$ cat config.mk
export PLATFORM = sky130hd
export DESIGN_NAME = bcd_seq_monitor_flat
export DESIGN_NICKNAME = d
export VERILOG_FILES = /design/src/rtl/bcd_mon_pkg.sv /design/src/rtl/bcd_seq_monitor_if.sv /design/src/rtl/bcd_seq_monitor_mod10_step.sv /design/src/rtl/bcd_seq_monitor.sv /design/src/flat_wrapper.sv
export SDC_FILE = /design/constraint.sdc
export NUM_CORES = 1
export LEC_CHECK = 0
export BUFFER_PORTS_ARGS = -buffer_cell sky130_fd_sc_hd__buf_2
export CORE_MARGIN = 5
export CORE_UTILIZATION = 57
export DETAILED_ROUTE_END_ITERATION = 8
export PLACE_DENSITY_LB_ADDON = 0.1
export SYNTH_ARGS = -nofsm -noshare
export SYNTH_HDL_FRONTEND = slang
export SYNTH_HIERARCHICAL = 1
export SYNTH_SLANG_ARGS = --single-unit
$ cat constraint.sdc
create_clock -name clk -period 3.22 [get_ports clk]
set_input_delay 0.161 -clock clk [delete_from_list [all_inputs] [get_ports clk]]
set_output_delay 0.161 -clock clk [all_outputs]
set_load 0.005 [all_outputs]
$ cat src/rtl/bcd_mon_pkg.sv
// Shared types and constants for the BCD sequence monitor.
// Digit limits, FSM states, error codes and the tens-digit wrap helpers.
package bcd_mon_pkg;

   localparam logic [3:0] MAX_DIGIT = 4'd9;

   typedef enum logic [1:0] {
      ST_IDLE = 2'd0,
      ST_ACQ  = 2'd1,
      ST_LOCK = 2'd2
   } state_t;

   localparam logic [1:0] ERR_NONE   = 2'd0;
   localparam logic [1:0] ERR_BADVAL = 2'd1;
   localparam logic [1:0] ERR_SEQ    = 2'd2;

   function automatic logic [3:0] tens_up(input logic [3:0] t);
      return (t == MAX_DIGIT) ? 4'd0 : t + 4'd1;
   endfunction

   function automatic logic [3:0] tens_dn(input logic [3:0] t);
      return (t == 4'd0) ? MAX_DIGIT : t - 4'd1;
   endfunction

endpackage

$ cat src/rtl/bcd_seq_monitor_if.sv
// Sample bus from the observed mod-10 counter into the monitor.
interface bcd_seq_monitor_if;
   logic       in_valid;
   logic [3:0] in_digit;
   logic       load_seen;

   modport master (output in_valid, in_digit, load_seen);
   modport slave  (input  in_valid, in_digit, load_seen);
endinterface

$ cat src/rtl/bcd_seq_monitor_mod10_step.sv
// Combinational mod-10 successor / predecessor of a BCD digit.
module mod10_step
   import bcd_mon_pkg::*;
(
   input  logic [3:0] d,
   output logic [3:0] succ,
   output logic [3:0] pred
);

   assign succ = (d == MAX_DIGIT) ? 4'd0 : d + 4'd1;
   assign pred = (d == 4'd0) ? MAX_DIGIT : d - 4'd1;

endmodule

$ cat src/rtl/bcd_seq_monitor.sv
// Watches a mod-10 counter, infers its direction, counts wraps in a tens digit
// and flags out-of-range values and illegal steps.
//
//   state   | meaning
//   --------+-----------------------------------------------
//   IDLE    | no reference digit held
//   ACQ     | reference digit held, direction not yet known
//   LOCK    | direction known, tracking steps and wraps
module bcd_seq_monitor
   import bcd_mon_pkg::*;
#(
   parameter int ERR_CNT_W = 8
) (
   input  logic                 clk,
   input  logic                 reset_n,
   bcd_seq_monitor_if.slave     smp,
   input  logic                 clr,
   output logic                 locked,
   output logic                 dir,
   output logic [3:0]           tens,
   output logic                 err_pulse,
   output logic [1:0]           err_code,
   output logic [ERR_CNT_W-1:0] err_count
);

   state_t     state, state_nxt;
   logic [3:0] prev, prev_nxt, tens_nxt;
   logic [3:0] succ_prev, pred_prev;
   logic       dir_nxt, err_nxt;
   logic [1:0] code_nxt;

   mod10_step u_step (
      .d    (prev),
      .succ (succ_prev),
      .pred (pred_prev)
   );

   always_ff @(posedge clk) begin
      if (!reset_n) begin
         state     <= ST_IDLE;
         prev      <= 4'd0;
         dir       <= 1'b0;
         locked    <= 1'b0;
         tens      <= 4'd0;
         err_pulse <= 1'b0;
         err_code  <= ERR_NONE;
         err_count <= '0;
      end else begin
         state     <= state_nxt;
         prev      <= prev_nxt;
         dir       <= dir_nxt;
         locked    <= (state_nxt == ST_LOCK);
         err_pulse <= err_nxt;
         err_code  <= code_nxt;
         // clr wins over a coincident wrap or error increment
         if (clr) begin
            tens      <= 4'd0;
            err_count <= '0;
         end else begin
            tens <= tens_nxt;
            if (err_nxt && (err_count != '1))
               err_count <= err_count + 1'b1;
         end
      end
   end

   always_comb begin
      state_nxt = state;
      prev_nxt  = prev;
      dir_nxt   = dir;
      tens_nxt  = tens;
      err_nxt   = 1'b0;
      code_nxt  = ERR_NONE;
      if (smp.in_valid) begin
         if (smp.in_digit > MAX_DIGIT) begin
            err_nxt   = 1'b1;
            code_nxt  = ERR_BADVAL;
            state_nxt = ST_IDLE;
         end else if (smp.load_seen) begin
            prev_nxt  = smp.in_digit;
            state_nxt = ST_ACQ;
         end else begin
            case (state)
               ST_IDLE: begin
                  prev_nxt  = smp.in_digit;
                  state_nxt = ST_ACQ;
               end
               ST_ACQ: begin
                  prev_nxt = smp.in_digit;
                  if (smp.in_digit == succ_prev) begin
                     dir_nxt   = 1'b0;
                     state_nxt = ST_LOCK;
                  end else if (smp.in_digit == pred_prev) begin
                     dir_nxt   = 1'b1;
                     state_nxt = ST_LOCK;
                  end else if (smp.in_digit != prev) begin
                     err_nxt  = 1'b1;
                     code_nxt = ERR_SEQ;
                  end
               end
               ST_LOCK: begin
                  if (smp.in_digit == prev) begin
                     prev_nxt = prev;
                  end else if (!dir && (smp.in_digit == succ_prev)) begin
                     prev_nxt = smp.in_digit;
                     if (prev == MAX_DIGIT) tens_nxt = tens_up(tens);
                  end else if (dir && (smp.in_digit == pred_prev)) begin
                     prev_nxt = smp.in_digit;
                     if (prev == 4'd0) tens_nxt = tens_dn(tens);
                  end else if ((!dir && (prev == MAX_DIGIT) && (smp.in_digit == pred_prev)) ||
                               (dir && (prev == 4'd0) && (smp.in_digit == succ_prev))) begin
                     // counter bounced off its end stop and reversed
                     dir_nxt  = ~dir;
                     prev_nxt = smp.in_digit;
                  end else begin
                     err_nxt   = 1'b1;
                     code_nxt  = ERR_SEQ;
                     prev_nxt  = smp.in_digit;
                     state_nxt = ST_ACQ;
                  end
               end
               default: state_nxt = ST_IDLE;
            endcase
         end
      end
   end

endmodule

$ cat src/flat_wrapper.sv
// flat-port wrapper written by rule: the top's interface ports become plain ports
module bcd_seq_monitor_flat import bcd_mon_pkg::*;
#(
   parameter int ERR_CNT_W = 8
)
  (clk, reset_n, clr, locked, dir, tens, err_pulse, err_code, err_count, smp_in_valid, smp_in_digit, smp_load_seen);
  bcd_seq_monitor_if smp_i ();
  input  logic clk;
  input  logic reset_n;
  input  logic clr;
  output logic locked;
  output logic dir;
  output logic [3:0] tens;
  output logic err_pulse;
  output logic [1:0] err_code;
  output logic [ERR_CNT_W-1:0] err_count;
  input wire logic [$bits(smp_i.in_valid)-1:0] smp_in_valid;
  input wire logic [$bits(smp_i.in_digit)-1:0] smp_in_digit;
  input wire logic [$bits(smp_i.load_seen)-1:0] smp_load_seen;
  assign smp_i.in_valid = smp_in_valid;
  assign smp_i.in_digit = smp_in_digit;
  assign smp_i.load_seen = smp_load_seen;
  bcd_seq_monitor #(.ERR_CNT_W(ERR_CNT_W)) u_core (.clk(clk), .reset_n(reset_n), .smp(smp_i), .clr(clr), .locked(locked), .dir(dir), .tens(tens), .err_pulse(err_pulse), .err_code(err_code), .err_count(err_count));
endmodule
==> run metrics <==
initial antenna violation count=0; via count=1735; die width=66.8 um; Seq/Total Area, Yosys=25.1%; slowest cell on the critical path=dfxtp_1; number of synthesized flops with an enable pin=0; hold-fix buffer count after cts=0; hold endpoint=u_core/state[1]; routability cong.=0.919; Max Fclk=346 MHz; DRC viols=0; commonest non-fill, non-tap cell in the layout=buf_2; Max FO, Critical Path=13; Register Area=460 um2; Worst path max stage delay=0.58 ns; Max-Cap Viols=0; commonest cells after routing, fill and taps aside=buf_2 (25), dfxtp_1 (23), nand2_1 (20); Final TNS setup=0 ns; IO Port Bufs=25; post-CTS repair timing setup buffer count=0; CP Launch Point=u_core/prev[0]; Initial DRT Pass Iterations=5; status=finished clean; GRT Util Overall=19.5%; DR iter-0 viols=152; cell family with most CP delay=simple AND/OR/NAND/NOR gates; PostCTS Resize Cnt=0; R2R Setup Slk=0.33 ns; Die Y-Extent=66.8 um; Relative slew margins=49.7%; leakage power=0.744 nW; CTS Buf Count=3; kind of critical path=flip-flop to flip-flop; worst-path cell chain=nand2_1, mux2i_1, a22o_1, xnor2_2, nand4_1, o22ai_4, nand4_4, or4_1, a21oi_1; Core Box Area=3080 um2; Setup Skew=0.0101 ns; Ports=26; final worst-path cycle share=89.6%; startpoint types=flip-flop; final wirelength=4180 um; clock-pin slew of the registers on the worst-case setup and hold paths=0.14 ns; CTS Buffer Depth=2; RSZ-0062 raised after global routing=false; share of layout cells above drive strength 1=17.3%; required time worst endpoint=3.47 ns; worst path buffer plus inverter count=0; fill cell count=279; vias in the first global route=1550; Worst Reg-to-Reg Cells=9; Initial Utilization=59.7%; CTS tree=done; area of the multi-input gates=1240 um2; Vias per Instance=6.17; actual slew at the worst max-slew pin=0.753 ns; Arr. time, crit path=3.14 ns; maximum vdd drop=0.207 mV; ys flop type=dfxtp_1; number of cell rows=20; RR Startpoint=u_core/prev[0]; synthesized net count=237; Worst Setup End Kind=flip-flop; largest net degree at the start of global routing=16; Worst Hold Launch=smp_in_valid; worst hold path type=input pin to flip-flop; post-route antenna net violation count=0; DPL Wire Length=3090 um; post-synthesis cell type count=54; cell area after synthesis=1840 um2; P&R area growth vs syn=6.06%; Synth Register Bits=23; Syn Inst Count=223; Post-synth ARST share=0%; H-tree levels=1; aggregate global routing overflow=0; Worst Hold Path Cells=2; clk root buf=clkbuf_4; Hold Vio Cnt, Final=0; worst r2r dst=u_core/tens[1]; worst skew pair latency=0.32 ns; final net count=252; drt wl/cell=14.9 um; final worst path period need=2.89 ns; total clock sinks=23; Syn. warnings=6; Pwr per Cell Area=300 nW/um2; average cell area after synthesis=8.24 um2; fin. max-slew vios=0; Setup violations, final=0; Antenna Cells=0; Final Util=63.3%; Die Area=4460 um2; first-pass GRT wire length=6850 um
metal layers:
| layer | vias to the layer above | wire, um | global-route usage, % |
|---|---|---|---|
| li1 | 844 | - | - |
| met1 | 803 | 1970 | 27.2 |
| met2 | 82 | 1840 | 29.5 |
| met3 | 6 | 324 | 2.36 |
| met4 | 0 | 46 | 9.39 |
| met5 | - | 0 | 0 |
where the power goes:
group	internal, mW	switching (mW)	total (mW)
clock network	0.0466	0.0927	0.139
logic	0.0608	0.0786	0.139
registers	0.291	0.0139	0.305
total	0.399	0.185	0.584
area by class of cell:
cell class / count / area share (%)
flip-flops and latches: 23 / 23.6
multi-input cells: 175 / 63.8
well taps: 44 / 2.82
inverters: 10 / 1.93
clock inverters: 1 / 0.257
repair buffers: 25 / 6.42
clock buffers: 3 / 1.16
synth_stat cells (2+ instances only):
cell	number	area [um2]
nor3b_1	2	15.0
clkbuf_1	6	22.5
nand3_1	10	50.1
dfxtp_1	23	460
a31oi_1	2	12.5
inv_1	10	37.5
o22ai_1	2	12.5
xnor2_2	5	81.3
a21oi_1	12	60.1
nor3_1	2	10.0
a21o_1	3	22.5
xor2_1	3	26.3
or3_1	2	12.5
and2_1	2	12.5
o2111ai_1	5	43.8
o21ai_0	8	40.0
nor4_1	5	31.3
o211ai_1	9	67.6
buf_6	5	56.3
xnor2_1	10	87.6
ha_1	5	62.6
buf_1	2	7.51
nand4b_1	2	17.5
a211oi_1	2	15.0
nand2b_1	5	31.3
nor2_1	11	41.3
nor2b_1	7	43.8
mux2i_1	9	90.1
buf_2	2	10.0
nand4_1	8	50.1
a22o_1	2	17.5
nand2_1	20	75.1
cell families after synthesis:
logic type | Yosys count | synth area share, %
compound gates | 56 | 21.6
xor+xnor | 18 | 10.6
simple gates | 86 | 26.5
mux | 10 | 5.51
flops | 23 | 25.1
fa+ha+maj | 5 | 3.40
buf+inv | 25 | 7.28
worst register-to-register path, cell delays in order, from the launching register on:
cell and delay [ns]:
dfxtp_1 0.58, nand2_1 0.19, mux2i_1 0.19, a22o_1 0.20, xnor2_2 0.11, nand4_1 0.40, o22ai_4 0.34, nand4_4 0.16
or4_1 0.53, a21oi_1 0.13
flip-flops by register name, indices dropped and copies added, names as in the netlist:
register and flops:
u_core/prev 4, u_core/err_pulse 1, u_core/err_code 2, u_core/err_count 8
u_core/locked 1, u_core/tens 4, u_core/dir 1, u_core/state 2
how the worst max path moves through the flow:
| stage | end | slack [ns] | cells past startpoint |
|---|---|---|---|
| finish | u_core/tens[1] | 0.33 | 9 |
| global route | u_core/err_count[2] | 0.12 | 9 |
| detailed placement | u_core/tens[1] | 0.41 | 9 |
| floorplan | u_core/tens[1] | 0.92 | 11 |
| CTS | u_core/tens[1] | 0.37 | 9 |
| global placement | u_core/tens[1] | 0.57 | 9 |
metrics by stage:
stage	hold slack, ns	setup WS, ns	cells	cell area, um2	power, mW
6_report	0.156	0.333	281	1950	0.584
3_3_place_gp	0.474	0.574	277	1920	0.444
5_1_grt	0.164	0.115	281	1950	0.617
4_1_cts	0.144	0.366	281	1950	0.586
3_5_place_dp	0.484	0.406	277	1920	0.447
2_1_floorplan	0.327	0.924	223	1840	0.426
Power figures use the tool's default switching activity.
